## src/rtl/axi4_pkg.sv

```systemverilog
`default_nettype none
// ============================================================================
//  Module   : axi4_pkg
//  Purpose  : AXI4 burst/response encodings and 4 KB page constants.
//  Revision : 1.0
// ============================================================================
package axi4_pkg;

    localparam logic [1:0] AXI_BURST_FIXED = 2'b00;
    localparam logic [1:0] AXI_BURST_INCR  = 2'b01;
    localparam logic [1:0] AXI_BURST_WRAP  = 2'b10;

    localparam logic [1:0] AXI_RESP_OKAY   = 2'b00;
    localparam logic [1:0] AXI_RESP_EXOKAY = 2'b01;
    localparam logic [1:0] AXI_RESP_SLVERR = 2'b10;
    localparam logic [1:0] AXI_RESP_DECERR = 2'b11;

    localparam int PAGE_BYTES = 4096;
    localparam int PAGE_BITS  = 12;

endpackage
`default_nettype wire

```

## src/rtl/axi4_page_fit.sv

```systemverilog
`default_nettype none
// ============================================================================
//  Module   : axi4_page_fit
//  Purpose  : Beats of the next INCR sub-burst that fit before the page end.
//  Revision : 1.0
// ============================================================================
module axi4_page_fit
    import axi4_pkg::*;
(
    input  logic [11:0] addr,
    input  logic [2:0]  size,
    input  logic [8:0]  beats_left,
    output logic [8:0]  sub,
    output logic [12:0] next_addr
);

    logic [11:0] w_mask;
    logic [11:0] w_aligned;
    logic [12:0] w_fit;

    assign w_mask    = ~((12'd1 << size) - 12'd1);
    assign w_aligned = addr & w_mask;
    // 13 bits so a fully aligned page start (4096 bytes of room) is representable
    assign w_fit     = (13'(PAGE_BYTES) - {1'b0, w_aligned}) >> size;

    always_comb begin
        sub = beats_left;
        if ({4'b0000, beats_left} > w_fit) begin
            sub = w_fit[8:0];
        end
    end

    // Never exceeds 4096, so the 13-bit sum cannot overflow
    assign next_addr = {1'b0, w_aligned} + ({4'b0000, sub} << size);

endmodule
`default_nettype wire

```

## src/rtl/axi4_rd_burst_splitter.sv

```systemverilog
`default_nettype none
// ============================================================================
//  Module   : axi4_rd_burst_splitter
//  Purpose  : Splits 4 KB-crossing INCR reads, merges R beats into one burst.
//  Revision : 1.0
// ============================================================================
module axi4_rd_burst_splitter
    import axi4_pkg::*;
#(
    parameter int ADDR_WIDTH = 32,
    parameter int DATA_WIDTH = 64,
    parameter int ID_WIDTH   = 4,
    parameter int USER_WIDTH = 1
) (
    input  logic                  aclk,
    input  logic                  areset,

    input  logic [ID_WIDTH-1:0]   s_arid,
    input  logic [ADDR_WIDTH-1:0] s_araddr,
    input  logic [7:0]            s_arlen,
    input  logic [2:0]            s_arsize,
    input  logic [1:0]            s_arburst,
    input  logic                  s_arlock,
    input  logic [3:0]            s_arcache,
    input  logic [2:0]            s_arprot,
    input  logic [3:0]            s_arqos,
    input  logic [USER_WIDTH-1:0] s_aruser,
    input  logic                  s_arvalid,
    output logic                  s_arready,

    output logic [ID_WIDTH-1:0]   s_rid,
    output logic [DATA_WIDTH-1:0] s_rdata,
    output logic [1:0]            s_rresp,
    output logic                  s_rlast,
    output logic [USER_WIDTH-1:0] s_ruser,
    output logic                  s_rvalid,
    input  logic                  s_rready,

    output logic [ID_WIDTH-1:0]   m_arid,
    output logic [ADDR_WIDTH-1:0] m_araddr,
    output logic [7:0]            m_arlen,
    output logic [2:0]            m_arsize,
    output logic [1:0]            m_arburst,
    output logic                  m_arlock,
    output logic [3:0]            m_arcache,
    output logic [2:0]            m_arprot,
    output logic [3:0]            m_arqos,
    output logic [USER_WIDTH-1:0] m_aruser,
    output logic                  m_arvalid,
    input  logic                  m_arready,

    input  logic [ID_WIDTH-1:0]   m_rid,
    input  logic [DATA_WIDTH-1:0] m_rdata,
    input  logic [1:0]            m_rresp,
    input  logic                  m_rlast,
    input  logic [USER_WIDTH-1:0] m_ruser,
    input  logic                  m_rvalid,
    output logic                  m_rready,

    output logic                  busy
);

    localparam logic [1:0] S_IDLE  = 2'd0;
    localparam logic [1:0] S_ISSUE = 2'd1;
    localparam logic [1:0] S_DRAIN = 2'd2;

    logic [1:0]            r_state;
    logic [1:0]            w_state_nxt;
    logic                  r_init;

    logic [ID_WIDTH-1:0]   r_id;
    logic [7:0]            r_len;
    logic [2:0]            r_size;
    logic [1:0]            r_burst;
    logic                  r_lock;
    logic [3:0]            r_cache;
    logic [2:0]            r_prot;
    logic [3:0]            r_qos;
    logic [USER_WIDTH-1:0] r_user;
    logic [ADDR_WIDTH-1:0] r_addr_cur;
    logic [8:0]            r_beats_left;
    logic [8:0]            r_beat_cnt;

    logic [8:0]            w_sub;
    logic [8:0]            w_sub_m1;
    logic [12:0]           w_next_off;
    logic [ADDR_WIDTH-1:0] w_next_addr;
    logic                  w_is_incr;
    logic                  w_active;
    logic                  w_ar_hs;
    logic                  w_m_ar_hs;
    logic                  w_r_hs;
    logic                  w_last_hs;
    logic                  w_ar_done;
    logic                  w_unused;

    axi4_page_fit u_page_fit (
        .addr       (r_addr_cur[PAGE_BITS-1:0]),
        .size       (r_size),
        .beats_left (r_beats_left),
        .sub        (w_sub),
        .next_addr  (w_next_off)
    );

    // Page base of the current address plus the in-page offset of the next beat
    assign w_next_addr = {r_addr_cur[ADDR_WIDTH-1:PAGE_BITS], {PAGE_BITS{1'b0}}}
                       + {{(ADDR_WIDTH-13){1'b0}}, w_next_off};

    assign w_is_incr = (r_burst == AXI_BURST_INCR);
    assign w_sub_m1  = w_sub - 9'd1;
    assign w_active  = (r_state == S_ISSUE) || (r_state == S_DRAIN);

    // Upstream AR side
    assign s_arready = r_init && (r_state == S_IDLE);
    assign busy      = w_active;

    // Downstream AR side
    assign m_arvalid = (r_state == S_ISSUE);
    assign m_arid    = r_id;
    assign m_araddr  = r_addr_cur;
    assign m_arlen   = w_is_incr ? w_sub_m1[7:0] : r_len;
    assign m_arsize  = r_size;
    assign m_arburst = r_burst;
    assign m_arlock  = r_lock;
    assign m_arcache = r_cache;
    assign m_arprot  = r_prot;
    assign m_arqos   = r_qos;
    assign m_aruser  = r_user;

    // R path: zero-latency pass-through; RLAST regenerated from the beat count
    assign s_rvalid  = w_active && m_rvalid;
    assign m_rready  = w_active && s_rready;
    assign s_rid     = m_rid;
    assign s_rdata   = m_rdata;
    assign s_rresp   = m_rresp;
    assign s_ruser   = m_ruser;
    assign s_rlast   = s_rvalid && (r_beat_cnt == {1'b0, r_len});
    assign w_unused  = m_rlast;

    assign w_ar_hs   = s_arvalid && s_arready;
    assign w_m_ar_hs = m_arvalid && m_arready;
    assign w_r_hs    = s_rvalid && s_rready;
    assign w_last_hs = w_r_hs && s_rlast;
    assign w_ar_done = w_m_ar_hs && (!w_is_incr || (r_beats_left == w_sub));

    always_ff @(posedge aclk) begin
        if (areset) begin
            r_state <= S_IDLE;
        end else begin
            r_state <= w_state_nxt;
        end
    end

    always_comb begin
        w_state_nxt = r_state;
        case (r_state)
            S_IDLE: begin
                if (w_ar_hs) begin
                    w_state_nxt = S_ISSUE;
                end
            end
            S_ISSUE: begin
                if (w_last_hs) begin
                    w_state_nxt = S_IDLE;
                end else if (w_ar_done) begin
                    w_state_nxt = S_DRAIN;
                end
            end
            S_DRAIN: begin
                if (w_last_hs) begin
                    w_state_nxt = S_IDLE;
                end
            end
            default: begin
                w_state_nxt = S_IDLE;
            end
        endcase
    end

    always_ff @(posedge aclk) begin
        if (areset) begin
            r_init       <= 1'b0;
            r_id         <= '0;
            r_len        <= '0;
            r_size       <= '0;
            r_burst      <= '0;
            r_lock       <= 1'b0;
            r_cache      <= '0;
            r_prot       <= '0;
            r_qos        <= '0;
            r_user       <= '0;
            r_addr_cur   <= '0;
            r_beats_left <= '0;
            r_beat_cnt   <= '0;
        end else begin
            r_init <= 1'b1;
            if (w_ar_hs) begin
                r_id         <= s_arid;
                r_len        <= s_arlen;
                r_size       <= s_arsize;
                r_burst      <= s_arburst;
                r_lock       <= s_arlock;
                r_cache      <= s_arcache;
                r_prot       <= s_arprot;
                r_qos        <= s_arqos;
                r_user       <= s_aruser;
                r_addr_cur   <= s_araddr;
                r_beats_left <= {1'b0, s_arlen} + 9'd1;
                r_beat_cnt   <= '0;
            end
            if (w_m_ar_hs) begin
                r_beats_left <= w_is_incr ? (r_beats_left - w_sub) : 9'd0;
                r_addr_cur   <= w_next_addr;
            end
            if (w_r_hs) begin
                r_beat_cnt <= r_beat_cnt + 9'd1;
            end
        end
    end

endmodule
`default_nettype wire

```

## config.mk

```make
export PLATFORM = sky130hd
export DESIGN_NAME = axi4_rd_burst_splitter
export DESIGN_NICKNAME = d
export VERILOG_FILES = /design/src/rtl/axi4_pkg.sv /design/src/rtl/axi4_page_fit.sv /design/src/rtl/axi4_rd_burst_splitter.sv
export SDC_FILE = /design/constraint.sdc
export NUM_CORES = 1
export LEC_CHECK = 0
export CAP_MARGIN = 30
export CORE_UTILIZATION = 23
export CTS_CLUSTER_SIZE = 25
export DETAILED_ROUTE_END_ITERATION = 6
export DONT_BUFFER_PORTS = 1
export MAX_ROUTING_LAYER = met4
export PLACE_DENSITY = 0.43
export SYNTH_ARGS = -nofsm -noshare
export SYNTH_HDL_FRONTEND = slang
export SYNTH_HIERARCHICAL = 1
export SYNTH_SLANG_ARGS = --single-unit
```

## constraint.sdc

```tcl
create_clock -name aclk -period 10.4 [get_ports aclk]
set_input_delay 1.56 -clock aclk [delete_from_list [all_inputs] [get_ports aclk]]
set_output_delay 1.56 -clock aclk [all_outputs]
set_load 0.01 [all_outputs]
```

==> metrics.txt <==
status finished clean; max cap viols 0; synthesized area per cell roughly 7.3 µm²; Area Overhead vs Synth 5.60%; Final Hold Viols 0; GRT overflow 0; skew final ~0.020 ns; CP Capture Type flip-flop; Post-synth EDFFs 0; slew margin rel. around 44%; first-pass GRT wire length roughly 40 mm; largest net degree at the start of global routing 78; CP max stage delay slightly above 0.6 ns; Worst-Skew Late Latency 0.37 ns; layout cells sized above 1 around 9.9%; critical path's slowest cell or4_4; CP Max Fanout 11; Max clock buf depth 2; DR iter-0 viols a little under 500; dpl hpwl approximately 19 mm; postcts setup bufs 0; die area roughly 34,000 µm²; min-delay worst type reg -> reg; Synth cell types 90; number of port buffers 0; CP arrival just over 10 ns; fin crit period slightly below 10 ns; FILL cells between 3,000 and 4,000; worst setup path category reg -> reg; # nets final 1,150; First-pass DRT Iterations 5; GRT Total Usage 15.5%; Worst VDD drop roughly 0.083 mV; worst path bufs/invs 2; Slew Viols, Final 0; CTS HTree Levels 3; unrepaired setup endpoints after global routing false; Pleak 2.98 nW; pwr/cell area 244 nW/µm²; Gate Count Post-Synth between 1,000 and 1,500; antenna-violating nets left 0; antenna violations before repair 0; Worst-Margin Slew ~0.83 ns; Tcrit/Tclk final a little over nine tenths; sequential-to-total area share from yosys stat about 22%; register cell area after layout approximately 1700 µm²; Multi-input gate area between 5000 and 6000 µm²; die width between 150 and 200 µm; drt wl/cell about 18 µm; syn nets ~1,200; Synth Warn # 6; DR vias around 7,300; setup tns final 0 ns; top_reg_cell synth dfxtp_1; FF+latch count, synth between 80 and 90; core area roughly 33,000 µm²; Clock Tree Root clkbuf_16; CTS tree yes; Placer Congestion 0.882; n_diodes 0; CTS Sinks slightly above 80; Reg clk slew, reported paths 0.07 ns; CP most frequent cell o21a_1; Post-Syn Area ~7600 µm²; Via density roughly 5.1; Initial Util between 20% and 30%; Inserted Clock Buffers 9; Final setup viols 0; row count 66; height of the chip 184 µm; asr flop ratio synth 0%; Pwr Total 0.00196 W; commonest non-fill, non-tap cells in the layout nand2_1 (172), a21oi_1 (84), dfxtp_1 (82); crit path launch type flip-flop; most common cell after layout, fill and taps aside nand2_1; vias in the first global route 6,898; Ports 279; Post-route DRC 0; Crit path max-delay family compound AO/OA/AOI/OAI gates; worst endpoint required time 10.70 ns; Achievable Freq approximately 0.10 GHz; final WL 25.5 mm
[final timing paths]
kind                             from                   endpoint  slack [ns]  cells after the start
min           r_state[0]$_SDFFE_PP0P_    r_state[0]$_SDFFE_PP0P_        0.49                      2
max reg2reg  m_arsize[2]$_SDFFE_PP0P_  m_araddr[28]$_SDFFE_PP0P_        0.53                     39
max          m_arsize[2]$_SDFFE_PP0P_  m_araddr[28]$_SDFFE_PP0P_        0.53                     39
min reg2reg   r_state[0]$_SDFFE_PP0P_    r_state[0]$_SDFFE_PP0P_        0.49                      2
[cells in the mapped netlist, types with 13 or more instances]
library cell  instances  area (µm²)
a211oi_1             22         165
a311oi_1             19         166
nand3_1              35         175
clkbuf_1             41         154
o21ai_0              28         140
buf_4                71         533
nand4_1              16         100
nor3_1               25         125
a21oi_1              85         425
ha_1                 40         500
xnor2_1              26         228
inv_1                35         131
a31oi_1              13        81.3
nor2b_1              13        81.3
nor2_1               76         285
dfxtp_1              83        1660
nand2_1             172         646
[cell type report]
class | instances | area share (%)
clock buffer | 10 | 2.84
inverter | 41 | 1.91
clock inverter | 6 | 0.902
sequential | 83 | 20.7
timing repair buffer | 43 | 3.98
multi-input combinational | 790 | 62.8
tap | 442 | 6.87
[report_power, final]
part           internal [W]  total [W]  switching [W]
clock network      0.000190   0.000350       0.000160
logic              0.000465    0.00116       0.000695
registers          0.000365   0.000451      0.0000861
total               0.00102    0.00196       0.000940
[tightest hold or removal path: cells and delay by family, from the launching register on]
| family | cells | cell delay, ns |
|---|---|---|
| mux | 1 | 0.06 |
| flops | 1 | 0.33 |
| simple gates | 1 | 0.06 |
[flip-flops by register name (all words and copies together), names as in the netlist, 2 cells and up]
name,count
m_araddr,32
m_arprot,3
r_beats_left,9
m_arcache,4
m_arsize,3
r_beat_cnt,9
m_arqos,4
r_state,2
m_arburst,2
r_len,8
m_arid,4
[cell families (layout without fill, tap and decap cells)]
group,count (synthesis),count (layout),share of synthesized area [%]
AND/OR/NAND/NOR,411,411,25.6
adder cells (fa/ha/maj),42,42,7.09
multiplexers,22,22,3.66
AO/OA/AOI/OAI,278,278,25.4
buffers and inverters,172,100,12.2
XOR/XNOR,37,37,4.25
flip-flops,83,83,21.8
[through the flow]
stage          worst slack (ns)  cell area (µm²)  hold WS [ns]  std cells  util [%]
2_1_floorplan             0.187             7620         0.455       1045         -
3_3_place_gp              0.256             7720         0.469       1398      23.7
3_5_place_dp              0.242             7730         0.475       1399      23.7
4_1_cts                   0.177             8030         0.491       1415      24.7
5_1_grt                  0.0357             8050         0.512       1415      24.7
6_report                  0.529             8050         0.488       1415      24.7
[per-layer routing]
layer | wire length, µm | track usage (%) | up-vias | share of wire, %
met5 | 0 | - | - | 0
met4 | 445 | 4.37 | 0 | 1.7
met3 | 1930 | 4.24 | 29 | 7.6
met2 | 11300 | 23.2 | 219 | 44
met1 | 11800 | 20.4 | 3456 | 46
li1 | - | - | 3553 | -
[repair_timing]
action                     CTS  global route
gates resized for setup      0             5
setup endpoints to repair    0             6
hold buffers                 0             0
Power figures use the tool's default switching activity.
